===== src/rtl/sram_sdp_be_if.sv =====
// rtl/sram_sdp_be_if.sv - write/read port bundle for sram_sdp_be
//
// Purpose: groups the write port, read port and ready status of sram_sdp_be.
// Signals:
//   ready  - clear sweep done, requests accepted
//   we/be/waddr/wdata - write request, byte-lane enables, address, data
//   re/raddr          - read request and address
//   rdata/rvalid      - registered read data and its one-cycle strobe
// Modports: master drives requests, slave (the memory) drives responses.
interface sram_sdp_be_if #(
    parameter int DATA_W = 16,
    parameter int ADDR_W = 4
);
    localparam int BE_W = DATA_W / 8;

    logic              ready;
    logic              we;
    logic [BE_W-1:0]   be;
    logic [ADDR_W-1:0] waddr;
    logic [DATA_W-1:0] wdata;
    logic              re;
    logic [ADDR_W-1:0] raddr;
    logic [DATA_W-1:0] rdata;
    logic              rvalid;

    modport master (
        input  ready, rdata, rvalid,
        output we, be, waddr, wdata, re, raddr
    );

    modport slave (
        output ready, rdata, rvalid,
        input  we, be, waddr, wdata, re, raddr
    );
endinterface


===== src/rtl/sram_sdp_be.sv =====
// rtl/sram_sdp_be.sv - simple-dual-port SRAM with byte enables and post-reset clear sweep
//
// Purpose: one write port and one read port per cycle, per-byte write enables,
// registered read data with an rvalid strobe. After reset every word is swept
// to zero (DEPTH cycles) before ready rises; requests are ignored until then.
// Ports:
//   clk   - rising-edge clock
//   rst_n - synchronous active-low reset
//   bus   - sram_sdp_be_if.slave (ready, we, be, waddr, wdata, re, raddr, rdata, rvalid)
// Option: SRAM_WRITE_FIRST_EN selects write-first behaviour for a same-address
// read/write in one cycle; default is read-first (old contents returned).
module sram_sdp_be #(
    parameter int DATA_W = 16,
    parameter int ADDR_W = 4
) (
    input  logic          clk,
    input  logic          rst_n,
    sram_sdp_be_if.slave  bus
);
    localparam int BE_W  = DATA_W / 8;
    localparam int DEPTH = 2 ** ADDR_W;
    localparam logic [ADDR_W-1:0] LAST_ADDR = ADDR_W'(DEPTH - 1);

    typedef enum logic {S_CLEAR, S_RUN} state_t;

    state_t            state_q, state_d;
    logic [ADDR_W-1:0] cnt_q, cnt_d;
    logic [DATA_W-1:0] mem [DEPTH];
    logic [DATA_W-1:0] rdata_q;
    logic              rvalid_q;

    logic              ready;
    logic              clear_wr;
    logic              run_wr;
    logic              run_rd;
    logic [DATA_W-1:0] wr_merged;
    logic [DATA_W-1:0] rd_word;

    // State register
    always_ff @(posedge clk) begin
        if (!rst_n) begin
            state_q <= S_CLEAR;
            cnt_q   <= '0;
        end else begin
            state_q <= state_d;
            cnt_q   <= cnt_d;
        end
    end

    // Next state: the sweep ends on the edge that clears the last word
    always_comb begin
        state_d = state_q;
        cnt_d   = cnt_q;
        if (state_q == S_CLEAR) begin
            cnt_d = cnt_q + 1'b1;
            if (cnt_q == LAST_ADDR) begin
                state_d = S_RUN;
            end
        end
    end

    // Outputs / datapath controls
    always_comb begin
        ready    = (state_q == S_RUN);
        clear_wr = rst_n && (state_q == S_CLEAR);
        run_wr   = rst_n && ready && bus.we;
        run_rd   = rst_n && ready && bus.re;
    end

    // Word as it will look after this cycle's write: enabled lanes from wdata
    always_comb begin
        wr_merged = mem[bus.waddr];
        for (int i = 0; i < BE_W; i++) begin
            if (bus.be[i]) begin
                wr_merged[i*8 +: 8] = bus.wdata[i*8 +: 8];
            end
        end
    end

    always_comb begin
        rd_word = mem[bus.raddr];
`ifdef SRAM_WRITE_FIRST_EN
        if (run_wr && (bus.waddr == bus.raddr)) begin
            rd_word = wr_merged;
        end
`endif
    end

    // Storage has no reset; contents are defined by the clear sweep
    always_ff @(posedge clk) begin
        if (clear_wr) begin
            mem[cnt_q] <= '0;
        end else if (run_wr) begin
            mem[bus.waddr] <= wr_merged;
        end
    end

    // rdata only changes on an accepted read, so it holds between reads
    always_ff @(posedge clk) begin
        if (!rst_n) begin
            rdata_q  <= '0;
            rvalid_q <= 1'b0;
        end else begin
            rvalid_q <= run_rd;
            if (run_rd) begin
                rdata_q <= rd_word;
            end
        end
    end

    assign bus.ready  = ready;
    assign bus.rdata  = rdata_q;
    assign bus.rvalid = rvalid_q;
endmodule


===== src/flat_wrapper.sv =====
// flat-port wrapper written by rule: the top's interface ports become plain ports
module sram_sdp_be_flat 
#(
    parameter int DATA_W = 16,
    parameter int ADDR_W = 4
)
  (clk, rst_n, bus_ready, bus_rdata, bus_rvalid, bus_we, bus_be, bus_waddr, bus_wdata, bus_re, bus_raddr);
  sram_sdp_be_if #(.DATA_W(DATA_W), .ADDR_W(ADDR_W)) bus_i ();
  input  logic clk;
  input  logic rst_n;
  output wire logic [$bits(bus_i.ready)-1:0] bus_ready;
  output wire logic [$bits(bus_i.rdata)-1:0] bus_rdata;
  output wire logic [$bits(bus_i.rvalid)-1:0] bus_rvalid;
  input wire logic [$bits(bus_i.we)-1:0] bus_we;
  input wire logic [$bits(bus_i.be)-1:0] bus_be;
  input wire logic [$bits(bus_i.waddr)-1:0] bus_waddr;
  input wire logic [$bits(bus_i.wdata)-1:0] bus_wdata;
  input wire logic [$bits(bus_i.re)-1:0] bus_re;
  input wire logic [$bits(bus_i.raddr)-1:0] bus_raddr;
  assign bus_ready = bus_i.ready;
  assign bus_rdata = bus_i.rdata;
  assign bus_rvalid = bus_i.rvalid;
  assign bus_i.we = bus_we;
  assign bus_i.be = bus_be;
  assign bus_i.waddr = bus_waddr;
  assign bus_i.wdata = bus_wdata;
  assign bus_i.re = bus_re;
  assign bus_i.raddr = bus_raddr;
  sram_sdp_be #(.DATA_W(DATA_W), .ADDR_W(ADDR_W)) u_core (.clk(clk), .rst_n(rst_n), .bus(bus_i));
endmodule

===== config.mk =====
export PLATFORM = sky130hd
export DESIGN_NAME = sram_sdp_be_flat
export DESIGN_NICKNAME = d
export VERILOG_FILES = /design/src/rtl/sram_sdp_be_if.sv /design/src/rtl/sram_sdp_be.sv /design/src/flat_wrapper.sv
export SDC_FILE = /design/constraint.sdc
export NUM_CORES = 1
export LEC_CHECK = 0
export CORE_AREA = 2 2 179 146
export DETAILED_ROUTE_END_ITERATION = 6
export DIE_AREA = 0 0 181 148
export GPL_TIMING_DRIVEN = 0
export MAX_ROUTING_LAYER = met4
export PLACE_DENSITY_LB_ADDON = 0.05
export SLEW_MARGIN = 40
export SYNTH_ARGS = -nofsm -noshare
export SYNTH_HDL_FRONTEND = slang
export SYNTH_SLANG_ARGS = --single-unit
export TNS_END_PERCENT = 1

===== constraint.sdc =====
create_clock -name clk -period 3 [get_ports clk]
set_input_delay 0.3 -clock clk [delete_from_list [all_inputs] [get_ports clk]]
set_output_delay 0.3 -clock clk [all_outputs]
set_load 0.005 [all_outputs]

### Yosys cells after proc, flatten, opt, wreduce, memory -nomap -nowiden

Memories as Yosys holds them, arrays and structs flattened. A register that Yosys moved wholly into a read port is not among the register bits.
Cells that the tools add are included.

* bits in registers: 6
* RAM bits: 256
* input port bits: 30
* output and inout bits: 18
* logic and storage cells: 29
* memories kept: 1

Memories
* u_core.mem: depth 16, width 16, rd ports 1, clocked after Yosys merged registers in 1, write ports 1, line sram_sdp_be.sv:28 `logic [DATA_W-1:0] mem [DEPTH];`

* add/sub/neg operators: 1
* equality and inequality tests: 3
* multiplexer cells: 12
* bitwise gates (word level): 1
* reductions and logical operators: 8

Operators with widths (number)
* $mux W16: 1
* $mux W8: 2
* $reduce_or A16 Y1: 1
* $mux W1: 7
* $add A4 B1 Y4 const B: 1
* $eq A4 B4 Y1 const B: 1
* $logic_and A1 B1 Y1: 4
* $mux W4: 1
* $reduce_and A2 Y1: 2
* $mux W2: 1
* $ne A1 B1 Y1 const B: 2
* $logic_not A1 Y1: 1
* $not A1 Y1: 1

### Longest topological paths before layout

* depth in word-level cells: 8
* mapped depth: 7
* gate-level depth less buffers: 4

### Worst setup path before layout

Ideal clock, no wire load.

* path kind: reg-to-reg
* from: register u_core.state_q, in the netlist u_core.bus.ready
* to: memory u_core.mem[13][10], enable pin
* setup time: 370 ps
* arrival: 1832 ps
* data required time: 2630 ps
* setup slack: 797 ps
* stages on the path, launching flop included: 7
* path buffers: 2
* clock period less this slack: 2203 ps
* cell sequence: dfxtp_1 buf_2 o2111a_1 buf_2 mux2_2 nand2b_1 nor2_1

* word-level cells in the longest chain between the ends: 8
* elaborated cells on any way between the ends: 14
* classes of those cells: 7 x mux; 1 x bitwise; 6 x reduce/logical

Ends and longest elaborated chain
* from (decl): line sram_sdp_be.sv:26 `state_t state_q, state_d;`
* from (signal assigned): line sram_sdp_be.sv:45 `state_q <= state_d;`
* $logic_and A1 B1 Y1 (2 in series): line sram_sdp_be.sv:66 `run_wr = rst_n && ready && bus.we;`
* $mux W1: line sram_sdp_be.sv:93 `end else if (run_wr) begin`
* $mux W1: line sram_sdp_be.sv:91 `if (clear_wr) begin`
* $mux W1 (implied by the code): line sram_sdp_be.sv:94 `mem[bus.waddr] <= wr_merged;`
* $reduce_and A2 Y1 (no line)
* $reduce_or A16 Y1 (no line)
* $mux W4 (no line) / $mux W2 (equally long branches)
* to (decl): line sram_sdp_be.sv:28

Several ways; a longest one is shown, not always the timed one.

### Final worst setup path

* from: register u_core.state_q, in the netlist u_core.bus.ready
* to: memory u_core.mem[1][0], enable pin

Same word-level chain as after synthesis.

==> results.sh <==
export IMPL_finalSetupViolCount=0
export IMPL_r2r_end="u_core.mem[1][0]"
export IMPL_yosysWarnings=0
export IMPL_hold_buffers=0
export IMPL_placed_area_mm2=0.0119
export IMPL_critical_path_arrival_ns=2.97
export IMPL_r2r_start="u_core.bus.ready"
export IMPL_drc=0
export IMPL_yosys_area_top_type_share_pct=69.7
export IMPL_holdCritStartpoint="bus_raddr[1]"
export IMPL_ys_seq_elements=278
export IMPL_rsz0062_at_grt="no"
export IMPL_cts_root_buffer="clkbuf_16"
export IMPL_crit_fanout=10
export IMPL_dieHeight_um=148
export IMPL_yosysMostFrequentCell="edfxtp_1"
export IMPL_dp_worst_setup_slack_ns=-0.406
export IMPL_io_buffers=45
export IMPL_slowest_stage="nor2_2"
export IMPL_place_hpwl_um=16700
export IMPL_ant_nets=0
export IMPL_core_mm2=0.0250
export IMPL_cpLargestDelayFamily="simple AND/OR/NAND/NOR gates"
export IMPL_grt_pass1_vias=5622
export IMPL_crit_buf_inv=3
export IMPL_avgSynthCellArea_um2=19.0
export IMPL_cts_resized=0
export IMPL_initial_core_util_pct=44.1
export IMPL_htreeDepth=1
export IMPL_wirelength_um=25000
export IMPL_hold_end="u_core.bus.rdata[10]"
export IMPL_die_w_um=181
export IMPL_areaGrowthSynthToFinish_pct=17.4
export IMPL_status="completed"
export IMPL_clk_latency_ns=0.53
export IMPL_cts_setup_buffers=0
export IMPL_netlist_instances=580
export IMPL_synth_cell_types=32
export IMPL_period_share_pct=93.6
export IMPL_layout_drive_gt1_share_pct=22.9
export IMPL_slew_headroom_pct=44.1
export IMPL_maxCapViolations=0
export IMPL_cts_buffers_inserted=29
export IMPL_seq_area_frac_synth_pct=73.7
export IMPL_vias=5565
export IMPL_crit_path_cell_trace="buf_2 > o2111a_1 > buf_2 > buf_6 > mux2i_1 > nand2b_1 > nor2_2"
export IMPL_max_freq_ghz=0.356
export IMPL_gr_total_overflow=0
export IMPL_drt_pass1_iterations=4
export IMPL_synth_top_cell_by_area="edfxtp_1"
export IMPL_worst_pin_slew_ns=0.815
export IMPL_ios=48
export IMPL_clock_skew_ns=0.00884
export IMPL_syn_num_nets=611
export IMPL_synth_area_leaders="edfxtp_1, mux4_2, mux2i_1"
export IMPL_reg2reg_slack_ns=0.19
export IMPL_rows=52
export IMPL_slowest_delay_ns=0.58
export IMPL_crit_top_cell="buf_2"
export IMPL_die_area_mm2=0.0268
export IMPL_startpoint_type="flip-flop"
export IMPL_leakagePower_uw=0.00472
export IMPL_synth_top_flop_cell="edfxtp_1"
export IMPL_fin_nets=687
export IMPL_cts_sinks=278
export IMPL_stdcell_area_mm2=0.0129
export IMPL_synth_common_cells="edfxtp_1, mux2i_1, nor2_1, mux4_2, dfxtp_1"
export IMPL_drtIter0Drc=500
export IMPL_cts_tree="built"
export IMPL_syn_area_mm2=0.0110
export IMPL_grt_pass1_wl_um=36900
export IMPL_grt_max_degree=17
export IMPL_ir_worst_vdd_v=0.000356
export IMPL_grtUsageTotal_pct=19.7
export IMPL_cp_data_required_time_ns=3.16
export IMPL_finalPower_uw=8210
export IMPL_synth_edf_count=256
export IMPL_hold_viol_final=0
export IMPL_wl_per_cell_um=24.9
export IMPL_p_per_area_mw_per_mm2=634
export IMPL_clockBufferDepth=3
export IMPL_end_kind="flip-flop"
export IMPL_worst_setup_path_type="reg2reg"
export IMPL_viasPerCell=5.55
export IMPL_timing_final_ws_setup_ns=0.192
export IMPL_async_flop_share_pct=0
export IMPL_gp_congestion=0.810
export IMPL_hold_class="in2reg"
export IMPL_antenna_found_initial=0
export IMPL_whs_path_depth=5
export IMPL_fin_crit_ns=2.81
export IMPL_slew_viol_final=0
export IMPL_reg2reg_depth=7
export IMPL_cts_clk_slew_worst_paths_ns=0.06
[through the flow]
step           cells  setup TNS (ns)  util, %  hold slack (ns)
2_1_floorplan    580               0        -            0.404
3_3_place_gp     949          -41.34     47.6            0.491
3_5_place_dp     949          -31.97     47.8            0.497
4_1_cts         1002               0     51.7            0.426
5_1_grt         1002               0     51.8            0.453
6_report        1003               0     51.8            0.427
[power by group]
part / total [uW] / internal (uW) / switching (uW)
Sequential: 4230 / 4220 / 12.8
Clock: 3640 / 2200 / 1430
Combinational: 344 / 150 / 194
[cell families after synthesis]
group           Yosys count  synth area share (%)
buf+inv                  31                  1.88
simple gates            108                  4.77
xor+xnor                  3                 0.238
flops                   278                  73.7
fa+ha+maj                 1                 0.113
mux                     108                  15.6
compound gates           51                  3.68
[cells in the final DEF (no fill, tap or decap), drive strengths merged, types with 2 or more instances in the layout]
cell type	count
edfxtp	256
mux2i	47
mux4	46
clkdlybuf4s50	45
clkbuf	44
nor2	38
buf	23
dfxtp	22
and2	21
nand2	21
mux2	15
a221oi	15
nor2b	13
o21ai	13
a22oi	13
clkinv	11
nand2b	9
nand3	4
a32oi	3
o31ai	3
xnor2	3
bufinv	3
a21boi	2
inv	2
[metal layers]
metal	up-vias	wire length (um)	GRT usage [%]
met5	-	0	-
met4	0	383	4.02
met3	33	987	2.71
met2	121	11200	28.6
met1	2918	12500	30.0
li1	2493	-	-
[state kept, by name, indices dropped and copies added, names as in the netlist]
register / count
u_core.mem: 256
u_core.bus.rvalid: 1
u_core.bus.rdata: 16
u_core.bus.ready: 1
u_core.cnt_q: 4
[tightest hold or removal path, stage by stage]
cell,delay (ns)
buf_6,0.14
mux4_2,0.22
mux2_2,0.14
a22oi_1,0.06
nand2_1,0.06
[layout make-up]
class	count	area, um2
sequential	278	8130
inverter	1	3.75
tap	324	405
buffer	30	204
timing repair buffer	45	450
multi-input combinational	271	2760
fill	2037	12000
clock inverter	16	159
clock buffer	37	828
antenna	1	2.50
[how the worst max path moves through the flow]
stage	start	end	slack (ns)	cells past startpoint
2_1_floorplan	u_core.bus.ready	u_core.mem[13][10]	0.80	6
3_3_place_gp	rst_n	u_core.mem[3][4]	-0.30	7
3_5_place_dp	rst_n	u_core.mem[9][5]	-0.41	8
4_1_cts	u_core.bus.ready	u_core.mem[9][5]	0.03	7
5_1_grt	u_core.bus.ready	u_core.mem[1][3]	0.07	7
6_report	u_core.bus.ready	u_core.mem[1][0]	0.19	7
(Power assumes the default switching activity.)
